### config.mk
export PLATFORM = sky130hd
export DESIGN_NAME = time_field_counter
export DESIGN_NICKNAME = d
export VERILOG_FILES = /design/src/rtl/time_field_counter.sv
export SDC_FILE = /design/constraint.sdc
export NUM_CORES = 1
export LEC_CHECK = 0
export ABC_AREA = 1
export CORE_MARGIN = 5
export CORE_UTILIZATION = 58
export DETAILED_ROUTE_END_ITERATION = 7
export PLACE_DENSITY_LB_ADDON = 0.05
export SLEW_MARGIN = 0
export SYNTH_ARGS = -nofsm -noshare
export SYNTH_HDL_FRONTEND = slang
export SYNTH_SLANG_ARGS = --single-unit
### constraint.sdc
create_clock -name clk -period 4.5 [get_ports clk]
set_input_delay 0.9 -clock clk [delete_from_list [all_inputs] [get_ports clk]]
set_output_delay 0.9 -clock clk [all_outputs]
set_load 0.005 [all_outputs]
### src/rtl/time_field_counter.sv
// rtl/time_field_counter.sv - modulo clock-field register with switch load, buttons and tick carry
//
// One instance holds one field of the digital clock (seconds, minutes or hours).
// Instances are chained by wiring carry of one field to tick of the next.
//
// Parameters:
//   WIDTH          bit width of sw / value / led
//   MODULUS        field counts 0..MODULUS-1 (legal 2..2**WIDTH)
//   SETTLE_CYCLES  clk edges sw must hold a new value before it is loaded (>=1)
//
// Ports:
//   clk        system clock, all state on rising edge
//   rst_n      asynchronous active-low reset
//   tick       one-cycle advance pulse (timebase or previous field's carry)
//   hold       1 = discard tick; buttons and switch load still act
//   sw         switch set value, already synchronised upstream
//   btn_up     debounced level, rising edge steps +1
//   btn_dn     debounced level, rising edge steps -1
//   value      current field value, registered
//   led        combinational copy of value
//   carry      one-cycle pulse after a tick wraps MODULUS-1 -> 0
//   load_done  one-cycle pulse in the first cycle a switch load is visible

module time_field_counter #(
    parameter int WIDTH         = 6,
    parameter int MODULUS       = 60,
    parameter int SETTLE_CYCLES = 1000
) (
    input  logic             clk,
    input  logic             rst_n,
    input  logic             tick,
    input  logic             hold,
    input  logic [WIDTH-1:0] sw,
    input  logic             btn_up,
    input  logic             btn_dn,
    output logic [WIDTH-1:0] value,
    output logic [WIDTH-1:0] led,
    output logic             carry,
    output logic             load_done
);

    // Settle counter only needs to reach SETTLE_CYCLES-1.
    localparam int CNT_W = (SETTLE_CYCLES > 1) ? $clog2(SETTLE_CYCLES) : 1;

    localparam logic [WIDTH-1:0] MAX_VAL    = WIDTH'(MODULUS - 1);
    localparam logic [CNT_W-1:0] SETTLE_END = CNT_W'(SETTLE_CYCLES - 1);

    // Parameter legality is checked at elaboration so a bad field never builds.
    generate
        if (MODULUS < 2 || MODULUS > (1 << WIDTH)) begin : g_bad_modulus
            $error("time_field_counter: MODULUS must be in 2..2**WIDTH");
        end
        if (SETTLE_CYCLES < 1) begin : g_bad_settle
            $error("time_field_counter: SETTLE_CYCLES must be >= 1");
        end
    endgenerate

    // ------------------------------------------------------------------
    // State
    // ------------------------------------------------------------------
    logic [WIDTH-1:0] cand;      // last sampled switch value awaiting settle
    logic [CNT_W-1:0] cnt;       // edges sw has matched cand since the change
    logic             armed;     // a load is pending for cand
    logic             up_prev;   // btn_up level on the previous edge
    logic             dn_prev;   // btn_dn level on the previous edge

    // ------------------------------------------------------------------
    // Event decode
    // ------------------------------------------------------------------
    logic             sw_changed;
    logic             load_fire;
    logic             up_edge;
    logic             dn_edge;
    logic             btn_event;
    logic             tick_fire;
    logic             at_max;
    logic             at_zero;
    logic [WIDTH-1:0] val_inc;
    logic [WIDTH-1:0] val_dec;
    logic [WIDTH-1:0] load_val;

    always_comb begin
        sw_changed = (sw != cand);
        // A change on the final settle edge restarts the window instead of loading.
        load_fire  = !sw_changed && armed && (cnt == SETTLE_END);

        up_edge    = btn_up && !up_prev;
        dn_edge    = btn_dn && !dn_prev;
        // Simultaneous up/dn still counts as a button event: it blocks the tick
        // even though the two steps cancel and the value stays put.
        btn_event  = up_edge || dn_edge;

        tick_fire  = tick && !hold;

        // Compare before stepping so MODULUS == 2**WIDTH never needs a wider adder.
        at_max     = (value == MAX_VAL);
        at_zero    = (value == '0);
        val_inc    = at_max  ? '0      : value + 1'b1;
        val_dec    = at_zero ? MAX_VAL : value - 1'b1;

        // Out-of-range switch settings saturate rather than wrap.
        load_val   = (cand > MAX_VAL) ? MAX_VAL : cand;
    end

    // ------------------------------------------------------------------
    // Sequential logic
    // ------------------------------------------------------------------
    always_ff @(posedge clk or negedge rst_n) begin
        if (!rst_n) begin
            value     <= '0;
            carry     <= 1'b0;
            load_done <= 1'b0;
            cand      <= '0;
            cnt       <= '0;
            armed     <= 1'b0;
            up_prev   <= 1'b0;
            dn_prev   <= 1'b0;
        end else begin
            up_prev   <= btn_up;
            dn_prev   <= btn_dn;
            carry     <= 1'b0;
            load_done <= 1'b0;

            // Switch settle tracker
            if (sw_changed) begin
                cand  <= sw;
                cnt   <= '0;
                armed <= 1'b1;
            end else if (armed) begin
                if (cnt == SETTLE_END) begin
                    armed <= 1'b0;
                end else begin
                    cnt <= cnt + 1'b1;
                end
            end

            // Value update: load beats buttons beats tick; losers are dropped.
            if (load_fire) begin
                value     <= load_val;
                load_done <= 1'b1;
            end else if (btn_event) begin
                if (up_edge && !dn_edge) begin
                    value <= val_inc;
                end else if (dn_edge && !up_edge) begin
                    value <= val_dec;
                end
            end else if (tick_fire) begin
                value <= val_inc;
                carry <= at_max;
            end
        end
    end

    assign led = value;

endmodule

# == Word level (Yosys, flattened, before mapping) ==
# Index checks and enable logic that the tools add are counted.
# totals
wordCells,54
in_bits,12
ff_bits,27
output_inout_bits,14
# op_classes
mux,18
n_reduce_logical,19
n_lt_le_gt_ge,1
eq_ne,5
n_addsub,3
# ops
cell,n
2-to-1 mux 6 bit,8
2-to-1 mux 10 bit,3
adder 10 x 1 -> 10 bit (second input constant),1
== test 10 bit (second input constant),1
logical AND 1 bit,7
2-to-1 mux 1 bit,7
adder 6 x 1 -> 6 bit (second input constant),1
== test 6 bit (second input constant),1
> comparator 6 bit (second input constant),1
logical NOT 1 bit,6
logical NOT 6 bit,1
!= test 6 bit,1
subtractor 6 x 1 -> 6 bit (second input constant),1
!= test 4 x 2 -> 1 bit (second input constant),1
AND reduction 2 bit,2
nonzero test 3 bit,1
!= test 2 bit (second input constant),1
nonzero test 2 bit,1
logical OR 1 bit,1

# == Depth between registers and ports, before layout ==
# logic_depth
ltp_word,8
mapped_depth,11
depth_no_buf,11

# == Worst setup path before layout ==
# OpenSTA, ideal clock, no wires.
# synth_path
path_kind,in2reg
from,in btn_up
to,"reg value[3], in the netlist led[3]"
slack_ps,2435
t_arrival_ps,1935
n_path_buf,0
stages,10
required_time_ps,4370
path_cell_list,inv_1 nor2_1 inv_1 ha_1 nor2_1 inv_1 nand2_1 o21ai_0 nand2_1 o211ai_1
# synth_between
elab_chain_cells,5
word_cells_on_any_way,11
classes_between,eq/ne (1); mux (3); reduce/logical (7)
# synth_rtl
element,line_no,rtl
"start, declared",34,"input logic btn_up,"
logical AND 1 bit *,87,up_edge = btn_up && !up_prev;
logical NOT 1 bit or logical AND 1 bit (tied branches),"144, 142",
logical AND 1 bit or 2-to-1 mux 6 bit (tied branches),"144, 142",
!= test 4 x 2 -> 1 bit (no line) or 2-to-1 mux 6 bit (tied branches),n/a,
AND reduction 2 bit (no line) or 2-to-1 mux 6 bit (tied branches),n/a,
"end signal, assigned",143,value <= val_inc;
"end signal, assigned",145,value <= val_dec;
"end signal, assigned",148,value <= val_inc;
"end, declared",36,"output logic [WIDTH-1:0] value,"
# Mark *: on every way between the ends. The rest lies on a longest branch, timed or not.
# A chain may end at the register's enable or synchronous reset.

# == Final worst setup path ==
# Ends and elaborated chain as after synthesis.

==> impl_table.tex <==
\begin{tabular}{lr}
\hline
Metric & Value \\
\hline
\multicolumn{2}{l}{\textbf{Outcome}} \\
\quad Status & completed \\
\multicolumn{2}{l}{\textbf{Run}} \\
\quad Max-cap violations & 0 \\
\multicolumn{2}{l}{\textbf{Finish}} \\
\quad Number of antenna cells inserted & 0 \\
\quad Layout Utilization & 0.682 \\
\quad Area growth syn-to-layout & 13.9\% \\
\quad Share of post-route cells with drive strength above 1 & 0.120 \\
\quad Fill cell count & 255 \\
\quad Final net count & 278 \\
\multicolumn{2}{l}{\textbf{Synth}} \\
\quad Register bit count reported by yosys & 27 \\
\quad Sequential fraction of the synthesis area & 0.376 \\
\quad Top flip-flop cell by instance count after synthesis & dfrtp\_1 \\
\quad Number of synthesized flops with an enable pin & 0 \\
\quad Mean area per synthesized cell & 7.39 um2 \\
\quad Total number of yosys warnings & 0 \\
\quad Distinct cells, synth & 34 \\
\quad Syn\_nets & 261 \\
\quad Synthesized netlist cell count & 243 \\
\quad Mapped Area & 1800 um2 \\
\quad Async set or reset register ratio after synthesis & 1.00 \\
\multicolumn{2}{l}{\textbf{Drt}} \\
\quad Routed WL & 3550 um \\
\quad Starting DRT DRC Count & 145 \\
\quad Number of nets with antenna violations after detailed routing & 0 \\
\quad Mean number of vias per cell & 5.32 \\
\quad Via Count & 1554 \\
\quad Length of the first detailed-routing pass in iterations & 4 \\
\quad Avg WL per Cell & 12.2 um \\
\quad Residual DRC & 0 \\
\multicolumn{2}{l}{\textbf{Clock tree}} \\
\quad Number of setup buffers added after CTS & 0 \\
\quad Max Buffers Root-to-Sink & 2 \\
\quad Number of buffers created by CTS & 3 \\
\quad CTS tree & done \\
\quad Level count of the clock H-tree & 1 \\
\quad Clock root buffer & clkbuf\_4 \\
\quad Post-CTS Hold Fix Bufs & 0 \\
\quad Clock transition at the registers of the reported paths & 0.16 ns \\
\quad Clock insertion delay at the later pin of the skew report & 0.34 ns \\
\quad Sinks on the clock net & 27 \\
\quad Post-CTS Resized & 0 \\
\multicolumn{2}{l}{\textbf{Floorplanning}} \\
\quad Height of the die & 65.7 um \\
\quad Top Ports & 26 \\
\quad Core Rows & 20 \\
\quad Die outline area & 4310 um2 \\
\quad Core region area & 3000 um2 \\
\quad Initial standard-cell utilization of the core & 0.598 \\
\quad Die boundary width & 65.7 um \\
\multicolumn{2}{l}{\textbf{Global route}} \\
\quad Number of antenna violations at the first check in global routing & 0 \\
\quad Total congestion overflow after global routing & 0 \\
\quad Largest net degree at the start of global routing & 22 \\
\quad Overall routing resource usage & 0.184 \\
\quad First-pass GRT wire length & 6270 um \\
\quad Number of global-route vias before repair & 1439 \\
\multicolumn{2}{l}{\textbf{Power and ir drop}} \\
\quad Total power & 756 uW \\
\quad Net switching power of the design & 282 uW \\
\quad Fraction of power spent switching nets & 0.373 \\
\quad Power density relative to cell area & 369 nW/um2 \\
\quad Leakage power total & 0.000991 uW \\
\quad Worst supply voltage drop on vdd & 206 uV \\
\quad Sequential share of power & 0.432 \\
\quad Combinational share of power & 0.423 \\
\quad Clk network pwr share & 0.145 \\
\quad Int Power & 474 uW \\
\multicolumn{2}{l}{\textbf{Timing}} \\
\quad Actual slew at the worst max-slew pin & 0.890 ns \\
\quad Remaining max-slew budget at the tightest pin & 0.405 \\
\quad Post-layout min period & 2.40 ns \\
\quad Maximum clock frequency & 0.417 GHz \\
\quad RSZ-0062 raised after global routing & false \\
\quad Fin. max-slew vios & 0 \\
\quad Final-layout setup total negative slack & 0 ns \\
\quad Number of hold-slack violations in the final timing report & 0 \\
\quad Worst hold slack across all endpoints & 0.584 ns \\
\quad Final period util & 0.533 \\
\quad Final setup violation count & 0 \\
\quad Worst clock skew on the final layout & 0.0201 ns \\
\multicolumn{2}{l}{\textbf{Setup path}} \\
\quad Critical path's slowest cell & clkdlybuf4s50\_1 \\
\quad Largest stage delay on the critical path & 0.47 ns \\
\quad Capturing element type of the critical path & register \\
\quad Most frequent cell on the critical path & inv\_1 \\
\quad Maximum fanout count along the critical path & 6 \\
\quad Worst path cell trace & clkdlybuf4s50\_1 > inv\_1 > nor2\_1 > inv\_1 > ha\_1 > nor2\_1 > inv\_1 > nand2\_1 > o21ai\_0 > nand2\_1 > o211ai\_1 \\
\quad Nature of the critical path startpoint & primary input \\
\quad Worst Setup Path Type & in2reg \\
\quad Arrival time reported for the critical path endpoint & 2.62 ns \\
\quad WP data required & 4.72 ns \\
\multicolumn{2}{l}{\textbf{Placement}} \\
\quad Half-perimeter wire length after placement & 2750 um \\
\quad Final weighted congestion in routability-driven placement & 0.919 \\
\quad Count of buffers inserted at the top-level ports & 25 \\
\multicolumn{2}{l}{\textbf{Worst hold path}} \\
\quad Hold/Removal Path Class & reg2reg \\
\hline
\end{tabular}
logic make-up (layout without fill, tap and decap cells):
kind of cell	count (synthesis)	after routing	synth area share
flip-flops	27	27	0.376
AND/OR/NAND/NOR	124	124	0.340
XOR/XNOR	8	8	0.0390
AO/OA/AOI/OAI	24	24	0.0752
adder cells (fa/ha/maj)	6	6	0.0418
buffers and inverters	54	70	0.128
flip-flops by register name (all words and copies together), names as in the netlist:
name and cells:
cnt 10, up_prev 1, led 6, carry 1, dn_prev 1, armed 1, load_done 1, cand 6
critical path, delay by kind of cell:
family | cells | cell delay (ns)
AOI/OAI and AO/OA | 2 | 0.16
adders and majority gates | 1 | 0.20
buffers and inverters | 4 | 0.70
and+or+nand+nor | 4 | 0.67
routing by layer:
| metal | vias up | share of wire | global-route usage |
|---|---|---|---|
| li1 | 802 | - | - |
| met1 | 699 | 0.50 | 0.266 |
| met2 | 48 | 0.42 | 0.278 |
| met3 | 5 | 0.057 | 0.0205 |
| met4 | 0 | 0.015 | 0.0725 |
| met5 | - | 0 | 0 |
cells in the mapped netlist (3+ instances only):
cell type / instances / area (um2)
nand2_1: 56 / 210
inv_1: 33 / 124
dfrtp_1: 27 / 676
nand3_1: 18 / 90.1
nor2_1: 16 / 60.1
o21ai_0: 10 / 50.1
nor2_2: 8 / 50.1
a21oi_1: 7 / 35.0
clkbuf_1: 7 / 26.3
nand4_1: 7 / 43.8
buf_4: 6 / 45.0
ha_1: 6 / 75.1
xor2_1: 6 / 52.6
inv_2: 5 / 18.8
nor3_1: 5 / 25.0
nand2_2: 3 / 18.8
through the flow:
step / worst slack (ns) / cells / cell area, um2
floorplan: 2.43 / 243 / 1800
global route: 1.91 / 292 / 2050
CTS: 2.11 / 292 / 2050
detailed placement: 1.76 / 288 / 2020
global placement: 1.82 / 288 / 2020
finish: 2.10 / 292 / 2050
area by class of cell:
class                           instances  area, um2  area share
Sequential cell                        27        676       0.330
Multi-Input combinational cell        162        891       0.435
Clock buffer                            3       22.5      0.0110
Inverter                               40        154      0.0752
Tap cell                               33       41.3      0.0202
Clock inverter                          1       5.00     0.00244
Timing Repair Buffer                   26        258       0.126
power by group through the flow:
stage / Clock, uW / Sequential [uW] / Combinational, uW
after floorplan: 0 / 305 / 230
after global placement: 0 / 330 / 317
after detailed placement: 0 / 331 / 319
after CTS: 115 / 326 / 320
after global routing: 124 / 334 / 354
final: 110 / 326 / 320
cell usage in the layout, fill, tap and decap left out, types with 3 or more instances in the layout:
cell             instances
nand3_1                 18
nor3_1                   5
o21ai_0                 10
nand2_1                 56
a21oi_1                  7
clkbuf_4                 3
ha_1                     6
nor2_1                  16
nand4_1                  7
inv_2                    5
clkdlybuf4s50_1         25
dfrtp_1                 27
inv_1                   33
nand2_2                  3
xor2_1                   6
nor2_2                   8
final timing paths:
check,slack [ns],from,cells after the start,to
worst max-delay path,2.10,btn_up,11,led[3]$_DFFE_PN0P_
worst min-delay path,0.58,cnt[4]$_DFFE_PN0P_,1,cnt[4]$_DFFE_PN0P_
worst min register to register,0.58,cnt[4]$_DFFE_PN0P_,1,cnt[4]$_DFFE_PN0P_
max in group asynchronous,2.80,rst_n,2,led[3]$_DFFE_PN0P_
worst max register to register,2.72,cnt[0]$_DFFE_PN0P_,10,led[0]$_DFFE_PN0P_
min in group asynchronous,1.04,rst_n,1,cand[4]$_DFFE_PN0N_
Power figures use the tool's default switching activity.
